[src/rtl/alu_seq_pkg.sv]
// Shared types and constants for the sequential ALU: FSM state codes,
// opcodes and the bit positions used on the TinyTapeout bidirectional pins.
package alu_seq_pkg;

    typedef logic [1:0] state_t;

    localparam state_t IDLE     = 2'd0;
    localparam state_t EXEC     = 2'd1;
    localparam state_t MUL_LOOP = 2'd2;
    localparam state_t DONE     = 2'd3;

    typedef logic [2:0] opcode_t;

    localparam opcode_t OP_LOAD = 3'd0;
    localparam opcode_t OP_ADD  = 3'd1;
    localparam opcode_t OP_SUB  = 3'd2;
    localparam opcode_t OP_AND  = 3'd3;
    localparam opcode_t OP_OR   = 3'd4;
    localparam opcode_t OP_XOR  = 3'd5;
    localparam opcode_t OP_SHL1 = 3'd6;
    localparam opcode_t OP_MUL  = 3'd7;

    localparam int UIO_START  = 0;
    localparam int UIO_OP_LSB = 1;
    localparam int UIO_BUSY   = 4;
    localparam int UIO_DONE   = 5;
    localparam int UIO_CARRY  = 6;
    localparam int UIO_ZERO   = 7;
    localparam int UIO_SEL_HI = 7;

    localparam logic [7:0] UIO_OE_MASK = 8'hF0;

    // Wide enough to hold the largest legal DW (8) as an iteration count.
    localparam int CNT_W = 4;

endpackage

[src/rtl/alu_seq_mul.sv]
// Iterative shift-add multiplier step logic. The caller owns the {hi,acc}
// product register; this block owns the iteration counter and one step.
module alu_seq_mul
    import alu_seq_pkg::*;
#(
    parameter int DW = 8
)
(
    input  logic          clk,
    input  logic          rst_n,
    input  logic          ena,
    input  logic          start,
    input  logic          step,
    input  logic [DW-1:0] acc,
    input  logic [DW-1:0] hi,
    input  logic [DW-1:0] b,
    output logic [DW-1:0] next_acc,
    output logic [DW-1:0] next_hi,
    output logic          last
);

    logic [CNT_W-1:0] cnt;
    logic [DW:0]      sum;

    always_ff @(posedge clk or negedge rst_n) begin
        if (!rst_n) begin
            cnt <= '0;
        end else if (ena) begin
            if (start) begin
                cnt <= CNT_W'(DW);
            end else if (step && (cnt != '0)) begin
                cnt <= cnt - CNT_W'(1);
            end
        end
    end

    // The adder carry becomes the new MSB of hi as {hi,acc} shifts right.
    always_comb begin
        sum      = {1'b0, hi} + (acc[0] ? {1'b0, b} : '0);
        next_hi  = sum[DW:1];
        next_acc = {sum[0], acc[DW-1:1]};
    end

    assign last = step && (cnt == CNT_W'(1));

endmodule

[src/rtl/tt_um_alu_seq.sv]
// TinyTapeout user top: opcode-driven accumulator ALU with a multi-cycle
// multiplier and a start/busy/done handshake on the uio pins.
module tt_um_alu_seq
    import alu_seq_pkg::*;
#(
    parameter int DW     = 8,
    parameter int MUL_EN = 1
)
(
    input  logic       clk,
    input  logic       rst_n,
    input  logic       ena,
    input  logic [7:0] ui_in,
    input  logic [7:0] uio_in,
    output logic [7:0] uo_out,
    output logic [7:0] uio_out,
    output logic [7:0] uio_oe
);

    state_t        state;
    logic [DW-1:0] acc;
    logic [DW-1:0] hi;
    logic [DW-1:0] b_reg;
    opcode_t       op_reg;
    logic          carry;

    logic          start;
    logic          sel_hi;
    logic          busy;
    logic          done;
    logic          zero;

    logic [DW-1:0] alu_acc;
    logic          alu_carry;
    logic [DW:0]   alu_wide;

    logic          mul_start;
    logic          mul_step;
    logic [DW-1:0] mul_acc;
    logic [DW-1:0] mul_hi;
    logic          mul_last;

    logic [7:0]    sel_ext;
    logic          unused_pins;

    assign start  = uio_in[UIO_START];
    assign sel_hi = uio_in[UIO_SEL_HI];
    assign busy   = (state == EXEC) || (state == MUL_LOOP);
    assign done   = (state == DONE);
    assign zero   = (acc == '0);
    assign uio_oe = UIO_OE_MASK;

    assign unused_pins = ^{ui_in, uio_in[6:4]};

    assign mul_start = (state == EXEC) && (op_reg == OP_MUL) && (MUL_EN != 0);
    assign mul_step  = (state == MUL_LOOP);

    alu_seq_mul #(
        .DW(DW)
    ) u_mul (
        .clk     (clk),
        .rst_n   (rst_n),
        .ena     (ena),
        .start   (mul_start),
        .step    (mul_step),
        .acc     (acc),
        .hi      (hi),
        .b       (b_reg),
        .next_acc(mul_acc),
        .next_hi (mul_hi),
        .last    (mul_last)
    );

    // Single-cycle results; opcode 7 falls through as a hold (the MUL path
    // or the NOP when the multiplier is disabled).
    always_comb begin
        alu_wide  = '0;
        alu_acc   = acc;
        alu_carry = 1'b0;
        case (op_reg)
            OP_LOAD: alu_acc = b_reg;
            OP_ADD: begin
                alu_wide  = {1'b0, acc} + {1'b0, b_reg};
                alu_acc   = alu_wide[DW-1:0];
                alu_carry = alu_wide[DW];
            end
            OP_SUB: begin
                alu_wide  = {1'b0, acc} - {1'b0, b_reg};
                alu_acc   = alu_wide[DW-1:0];
                alu_carry = alu_wide[DW];
            end
            OP_AND:  alu_acc = acc & b_reg;
            OP_OR:   alu_acc = acc | b_reg;
            OP_XOR:  alu_acc = acc ^ b_reg;
            OP_SHL1: begin
                alu_acc   = {acc[DW-2:0], 1'b0};
                alu_carry = acc[DW-1];
            end
            default: begin
                alu_acc   = acc;
                alu_carry = carry;
            end
        endcase
    end

    always_comb begin
        sel_ext         = '0;
        sel_ext[DW-1:0] = sel_hi ? hi : acc;
    end

    always_comb begin
        uio_out            = '0;
        uio_out[UIO_BUSY]  = busy;
        uio_out[UIO_DONE]  = done;
        uio_out[UIO_CARRY] = carry;
        uio_out[UIO_ZERO]  = zero;
    end

    always_ff @(posedge clk or negedge rst_n) begin
        if (!rst_n) begin
            state  <= IDLE;
            acc    <= '0;
            hi     <= '0;
            b_reg  <= '0;
            op_reg <= OP_LOAD;
            carry  <= 1'b0;
            uo_out <= '0;
        end else if (ena) begin
            uo_out <= sel_ext;
            case (state)
                IDLE: begin
                    if (start) begin
                        b_reg  <= ui_in[DW-1:0];
                        op_reg <= uio_in[UIO_OP_LSB +: 3];
                        state  <= EXEC;
                    end
                end
                EXEC: begin
                    if (mul_start) begin
                        hi    <= '0;
                        state <= MUL_LOOP;
                    end else begin
                        acc   <= alu_acc;
                        carry <= alu_carry;
                        state <= DONE;
                    end
                end
                MUL_LOOP: begin
                    acc <= mul_acc;
                    hi  <= mul_hi;
                    if (mul_last) begin
                        carry <= (mul_hi != '0);
                        state <= DONE;
                    end
                end
                default: state <= IDLE;
            endcase
        end
    end

endmodule

[config.mk]
export PLATFORM = sky130hd
export DESIGN_NAME = tt_um_alu_seq
export DESIGN_NICKNAME = d
export VERILOG_FILES = /design/src/rtl/alu_seq_pkg.sv /design/src/rtl/alu_seq_mul.sv /design/src/rtl/tt_um_alu_seq.sv
export SDC_FILE = /design/constraint.sdc
export NUM_CORES = 1
export LEC_CHECK = 0
export BUFFER_PORTS_ARGS = -buffer_cell sky130_fd_sc_hd__clkbuf_2
export CORE_AREA = 5 5 91 93
export DETAILED_ROUTE_END_ITERATION = 10
export DIE_AREA = 0 0 96 98
export PLACE_DENSITY = 0.77
export SLEW_MARGIN = 20
export SYNTH_ARGS = -nofsm -noshare
export SYNTH_HDL_FRONTEND = slang
export SYNTH_SLANG_ARGS = --single-unit
[constraint.sdc]
create_clock -name clk -period 2.6 [get_ports clk]
set_input_delay 0.52 -clock clk [delete_from_list [all_inputs] [get_ports clk]]
set_output_delay 0.52 -clock clk [all_outputs]
set_load 0.005 [all_outputs]
==> Word level (Yosys, flattened, before mapping) <==
Cells that the tools add are included.
{ "op_classes": {"n_mul": 0, "bitwise": 3, "n_div": 0, "n_eq_ne": 17, "reduce_logical": 18, "n_lt_le_gt_ge": 0, "mux": 17, "n_shift": 0, "n_addsub": 4} }
{ "op_table": {"columns": ["operator", "count"], "rows": [
  ["8-bit case mux with 7 select lines", 1],
  ["8-bit 2-to-1 mux", 4],
  ["8-bit case mux with 2 select lines", 2],
  ["3-bit == test (second input constant)", 4],
  ["8-bit by 8-bit adder with 9-bit output", 1],
  ["8-bit by 9-bit adder with 9-bit output", 1],
  ["3-bit AND reduction", 3],
  ["8-bit by 8-bit subtractor with 9-bit output", 1],
  ["8-bit bitwise AND", 1],
  ["8-bit zero test", 1],
  ["4-bit 2-to-1 mux", 2],
  ["2-bit != test (second input constant)", 4],
  ["8-bit by 1-bit != test with 1-bit output (second input constant)", 1],
  ["8-bit OR", 1],
  ["8-bit nonzero test", 1],
  ["8-bit XOR", 1],
  ["3-bit by 2-bit == test with 1-bit output (second input constant)", 2],
  ["2-bit case mux with 3 select lines", 1],
  ["5-bit by 2-bit != test with 1-bit output (second input constant)", 1],
  ["5-bit AND reduction", 1],
  ["2-bit == test (second input constant)", 2],
  ["4-bit by 1-bit == test with 1-bit output (second input constant)", 1],
  ["2-bit 2-to-1 mux", 2],
  ["1-bit case mux with 4 select lines", 1],
  ["14 further kinds", 19]
]} }
{ "totals": {"word_cells": 67, "output_inout_bits": 24, "ramBits": 0, "n_memories": 0, "latchBits": 0, "inputBits": 19, "register_bits": 42, "mem_bits_ro": 0} }

==> Logic depth before layout (Yosys ltp) <==
Gate-level depths: netlist (run 1).
{ "logic_depth": {"ltp_word": 5, "depth_mapped": 10, "ltp_nobuf": 9} }

==> By module <==
A second synthesis (run 1) with hierarchy kept.
{ "unflattened": {"cells_unflattened": 466, "hier_area_um2": 3943.8} }
{ "by_module_without_submodules": {"columns": ["module", "cells_per_inst", "seq_area_each_um2", "area_each_um2", "instances"], "rows": [
  ["tt_um_alu_seq", 381, 950.9, 3254.4, 1],
  ["alu_seq_mul", 85, 100.1, 689.4, 1]
]} }

==> Worst setup path after synthesis (run 1) <==
No wires, ideal clock.
{ "synth_path": {"path_kind": "register to register", "startpoint": "register acc[0]", "endpoint": "register carry", "n_path_buf": 1, "slack_ns": 0.054, "synth_period_minus_slack_ns": 2.546, "t_arrival_ns": 2.419, "required_time_ns": 2.472, "stages_incl_launch_ff": 11, "setup_time_ns": 0.128, "cell_sequence": "dfrtp_1 -> inv_1 -> clkbuf_1 -> nor2_1 -> fa_1 -> xor2_1 -> a2111oi_0 -> nand4_1 -> a2111oi_0 -> and3_1 -> nor3_1"} }
{ "synth_between": {"elab_chain_len": 5, "elab_cells_between_ends": 9, "cone_classes": "add/sub (3); mux (5); reduce/logical (1)"} }
{ "synth_lines": {"columns": ["item", "line_no", "rtl"], "rows": [
  ["start: declaration", "tt_um_alu_seq.sv:21", "logic [DW-1:0] acc;"],
  ["start signal: assignment", "tt_um_alu_seq.sv:143", "acc <= alu_acc;"],
  ["start signal: assignment", "tt_um_alu_seq.sv:149", "acc <= mul_acc;"],
  ["8-bit 2-to-1 mux", "alu_seq_mul.sv:39", "sum = {1'b0, hi} + (acc[0] ? {1'b0, b} : '0);"],
  ["8-bit by 9-bit adder with 9-bit output", "alu_seq_mul.sv:39", null],
  ["8-bit nonzero test", "tt_um_alu_seq.sv:152", "carry <= (mul_hi != '0);"],
  ["1-bit 2-to-1 mux", "tt_um_alu_seq.sv:151", "if (mul_last) begin"],
  ["1-bit case mux with 2 select lines *", "tt_um_alu_seq.sv:130", "case (state)"],
  ["end signal: assignment", "tt_um_alu_seq.sv:144", "carry <= alu_carry;"],
  ["end signal: assignment", "tt_um_alu_seq.sv:152", null],
  ["end: declaration", "tt_um_alu_seq.sv:25", "logic carry;"]
]} }
Mark *: on every way between the ends. The rest lies on a longest branch, timed or not. The select of a mux whose other input is x is not followed.
A chain may end at the register's enable or synchronous reset.

==> Final worst setup path (run 1) <==
Ends and elaborated chain as after synthesis.

==> results.cfg, run 1 <==
[run_status]
status = complete, no violations

[cells_and_area]
utilization_pct = 56.9
drive_gt1_share_pct = 19.5
synthToLayoutAreaGrowth_pct = 8.70
final_cell_mix = dfrtp_1, ha_1, nor2_1
layout_commonest_cell = dfrtp_1
diodes = 0
nets = 532

[timing]
hold_slack_ns = 0.120
min_period_over_period_pct = 95.4
hold_violations = 0
tightestPinTransition_ns = 0.649
setup_ws_ns = 0.119
period_needed_ns = 2.48
grt_setup_unrepaired = false
setup_violations = 0
fin_skew_ns = 0.0130
max_freq_mhz = 403
max_slew_margin_pct = 56.6
slew_viol_final = 0
setup_tns_ns = 0

[clocking]
cts-root-buf = clkbuf_8
cts_htree_levels = 2
cts_sinks = 42
cts_tree = yes
path_clk_slew_ns = 0.09
cts_buffer_depth = 2
hold_buffers = 0
clkLatencyLatePin_ns = 0.30
cts-buffers-inserted = 5

[critical_path]
timing.rr.end = carry
cp-start-kind = register
critPathMaxFanout = 4
end_kind = register
arrival_ns = 2.66
worst_ep_required_time_ns = 2.78
reg2reg_from = acc[0]
path_class = reg2reg
rrSetupSlack_ns = 0.12
r2r_cells = 10

[routing]
drc = 0
dr.max_layer_used = met4
drt_iter0_drc = 235
dr_wl_met3_um = 625
finalWirelength_um = 9810
wire_per_inst_um = 17.1
via_per_inst = 5.98
dr_wl_met2_um = 4780
dr.pass1.iters = 5
drt-met1-wl_um = 4270
vias = 3428
ant_nets = 0

[logic_synthesis]
ys_types = 72
syn-instance-count = 442
synth_ff_type = dfrtp_1
synth_edf_count = 0
yosys_warnings = 0
synthArstFlopShare_pct = 100
synth-seq-cells = 42
avgSynthCellArea_um2 = 8.82
yosysSeqAreaShare_pct = 27.0
netlist_area_um2 = 3900

[placed_design]
dp_hpwl_um = 7680
place.gp.congestion = 0.929
place_ws_ns = -0.159
portBuffers = 27

[min_path]
hold_path_class = in2async

[pwr]
peakVddDrop_mv = 0.748
power.density_nw_per_um2 = 1480
finalPower_mw = 6.26
p_leak_nw = 1.97

[global_routing]
grt_pass1_vias = 3388
grt_remaining_overflow = 0
antenna_found_initial = 0
grt_max_degree = 29
grt_pass1_wl_um = 16100
grt_usage_pct = 21.2

[floorplanning]
die_h_um = 98
rows = 32
core_region_area_um2 = 7450
start_util_pct = 52.4
ios = 43
dieWidth_um = 96
die-area_um2 = 9410

[run]
cap_violations = 0
[repair_timing]
| action | CTS | global route |
|---|---|---|
| buffers inserted | 0 | 1 |
| pin swaps | 0 | 4 |
| endpoints found under the setup margin | 1 | 2 |
| endpoints found under the hold margin | 0 | 0 |
| resized for setup | 3 | 3 |
[critical path: stages, from the launching register on]
cell	delay, ns
dfrtp_1	0.41
ha_1	0.22
and2_1	0.17
fa_2	0.35
buf_4	0.15
a21o_1	0.15
a21oi_1	0.17
xnor2_1	0.12
a2111oi_2	0.38
and3_1	0.22
nor3_1	0.05
[where the power goes]
group	switching [mW]	total (mW)	leakage, nW	internal [mW]
Combinational	2.62	4.47	1.41	1.85
Clock	0.230	0.517	0.0514	0.287
Sequential	0.320	1.27	0.505	0.954
[kinds of logic (layout without fill, tap and decap cells)]
| family | after synthesis | after routing | share of synthesized area (%) |
|---|---|---|---|
| compound gates | 132 | 132 | 23.7 |
| flops | 42 | 42 | 27.0 |
| mux | 27 | 27 | 7.96 |
| other cells | 2 | 12 | 0.193 |
| simple gates | 119 | 119 | 15.8 |
| fa+ha+maj | 43 | 43 | 14.4 |
| buf+inv | 71 | 90 | 9.72 |
| xor+xnor | 6 | 6 | 1.35 |
[synth_stat cells (all sizes together), types with 2 or more instances]
library cell  instances  share of area (%)
dfrtp                42                 27
nor2                 41                4.2
a21oi                40                5.6
ha                   40                 13
inv                  33                3.2
buf                  28                5.6
nand2                26                2.5
o21ai                22                2.8
mux2i                13                3.3
mux2                 12                3.5
nor3                 11                1.7
clkbuf               10               0.96
nand3                10                1.3
a211oi                8                1.7
a21o                  8                1.5
nand2b                8                1.5
o211ai                7                1.3
nand4                 5               0.80
a2111oi               4                1.1
a221oi                4                1.1
a22o                  4               0.90
a31oi                 4               0.64
and3                  4               0.64
nor2b                 4               0.64
o221ai                4               0.90
o31ai                 4               0.77
xor2                  4               0.90
a311oi                3               0.83
and2                  3               0.51
fa                    3                1.5
and4                  2               0.45
conb                  2               0.19
mux4                  2                1.2
nand3b                2               0.38
o2111ai               2               0.45
o21a                  2               0.38
o32ai                 2               0.45
xnor2                 2               0.45
[worst max path at each step]
| stage | slack [ns] | end | depth (start not counted) | start |
|---|---|---|---|---|
| 2_1_floorplan | 0.05 | carry | 10 | acc[0] |
| 3_3_place_gp | 0.002 | carry | 9 | acc[0] |
| 3_5_place_dp | -0.16 | carry | 9 | acc[0] |
| 4_1_cts | 0.005 | carry | 9 | acc[0] |
| 5_1_grt | 0.002 | carry | 10 | acc[0] |
| 6_report | 0.12 | carry | 10 | acc[0] |
[routing by layer]
layer,vias to the layer above,track usage (%)
li1,1622,-
met1,1652,28.5
met2,142,35.2
met3,12,3.93
met4,0,4.70
met5,-,0
[final cells by class]
class	instances	area, µm²
Clock buffer	6	72.6
Timing Repair Buffer	49	300
Multi-Input combinational cell	339	2520
Clock inverter	2	37.5
Inverter	33	124
Sequential cell	42	1050
Fill cell	683	3210
Tap cell	102	128
[per-stage QoR]
| stage | std cells | instance area (µm²) |
|---|---|---|
| final | 573 | 4240 |
| after detailed placement | 564 | 4100 |
| after global placement | 564 | 4100 |
| after global routing | 573 | 4240 |
| after floorplan | 452 | 3940 |
| after CTS | 572 | 4220 |
(Power assumes the default switching activity.)
==> run 2: changes to the inputs <==
CORE_AREA = 5 5 101 84   (was 5 5 91 93)
DIE_AREA = 0 0 106 89   (was 0 0 96 98)
==> run 2 against run 1 <==
Compared with the run above: routed wire length shrank 1.4%; count of clock-buffer cells in the layout shrank 1; die area grew 0.28%; clock power shrank 23%; hold slack gained 0.18 ns; sequential share of layout area grew 0.066 points; fmax is essentially flat; combinational power grew 2%; cell area shrank 0.27%; final cell count shrank 1.9%; worst setup slack gained 0.0018 ns; largest power group unchanged.
==> results.cfg, run 2 (synthesized netlist as in run 1, its figures left out) <==
[cells_and_area]
utilization_pct = 58.0
final_cell_mix = dfrtp_1, ha_1, nor2_1
diodes = 0
fillCellCount = 642
drive_gt1_share_pct = 20.1
layout_commonest_cell = dfrtp_1
nets = 534
synthToLayoutAreaGrowth_pct = 8.41

[timing]
hold_violations = 0
setup_ws_ns = 0.121
period_needed_ns = 2.48
max_slew_margin_pct = 56.2
grt_setup_unrepaired = false
min_period_over_period_pct = 95.4
slew_viol_final = 0
setup_violations = 0
hold_slack_ns = 0.296
setup_tns_ns = 0
fin_skew_ns = 0.00762
tightestPinTransition_ns = 0.654
max_freq_mhz = 403

[pwr]
p_leak_nw = 1.99
power.density_nw_per_um2 = 1460
peakVddDrop_mv = 0.684

[critical_path]
critPathMaxFanout = 3
arrival_ns = 2.65
cp-start-kind = register
r2r_cells = 10
path_class = reg2reg
worst_ep_required_time_ns = 2.77
end_kind = register

[floorplanning]
start_util_pct = 53.5
die-area_um2 = 9430
core_region_area_um2 = 7290
die_h_um = 89
rows = 28
ios = 43
dieWidth_um = 106

[run]
cap_violations = 0

[global_routing]
grt_pass1_wl_um = 16100
antenna_found_initial = 0
grt_remaining_overflow = 0
grt_max_degree = 43
grt_usage_pct = 20.9
grt_pass1_vias = 3317

[clocking]
cts_htree_levels = 2
clkLatencyLatePin_ns = 0.29
cts_tree = yes
cts-root-buf = clkbuf_8
cts_sinks = 42
path_clk_slew_ns = 0.07
cts_buffer_depth = 2
cts-buffers-inserted = 5

[routing]
ant_nets = 0
dr.pass1.iters = 5
drt_iter0_drc = 216
wire_per_inst_um = 17.2
vias = 3395
drc = 0
finalWirelength_um = 9680
via_per_inst = 6.04

[placed_design]
dp_hpwl_um = 7500
portBuffers = 27
place_ws_ns = 0.00226
place.gp.congestion = 0.952

[min_path]
hold_path_class = in2async

[run_status]
status = complete, no violations
run 2: area by class of cell:
type                       count  area (µm²)  area share, %
multi-input combinational    339        2530           59.9
sequential                    42        1050           24.9
timing repair buffer          51         328           7.76
inverter                      33         124           2.93
tap                           90         113           2.66
clock buffer                   5        68.8           1.63
clock inverter                 2        10.0          0.237
run 2: metal layers:
layer / share of wire, % / global-route usage [%] / wire length, µm / up-vias
met5: 0 / 0 / 0 / -
met4: 1.2 / 4.59 / 112 / 0
met3: 6.2 / 3.32 / 600 / 14
met2: 46 / 34.3 / 4440 / 121
met1: 47 / 29.5 / 4530 / 1634
li1: - / - / - / 1626
run 2: repair_timing:
item | CTS | global route
pin swaps | 1 | 1
gates cloned | 0 | 0
buffers inserted | 0 | 1
hold buffers | 0 | 0
gates resized for setup | 1 | 5
setup endpoints to repair | 1 | 2
run 2: worst paths after layout:
check                               end  slack [ns]         start
setup / recovery                  carry        0.12        acc[0]
hold / removal                 b_reg[7]        0.30         rst_n
setup reg to reg                  carry        0.12        acc[0]
hold reg to reg            u_mul.cnt[1]        0.52  u_mul.cnt[1]
max in group asynchronous        acc[2]        1.92         rst_n
min in group clk               b_reg[1]        0.46      ui_in[1]
run 2: metrics by stage:
| step | cells | power (mW) | area [µm²] |
|---|---|---|---|
| 6_report | 562 | 6.18 | 4230 |
| 5_1_grt | 562 | 6.75 | 4230 |
| 4_1_cts | 561 | 6.05 | 4190 |
| 3_5_place_dp | 554 | 5.63 | 4110 |
| 3_3_place_gp | 554 | 5.47 | 4110 |
| 2_1_floorplan | 452 | 4.54 | 3940 |
run 2: critical path, cell delays in order, from the launching register on:
cell and delay (ns):
dfrtp_1 0.40, ha_1 0.22, and2_1 0.17, fa_1 0.41, buf_4 0.16, a21o_1 0.16, a21oi_2 0.17, xnor2_2 0.10
a2111oi_2 0.33, and3_1 0.21, nor3_1 0.05
run 2: power breakdown:
part	switching, mW	internal (mW)
Clock	0.216	0.180
Sequential	0.276	0.955
Combinational	2.66	1.90
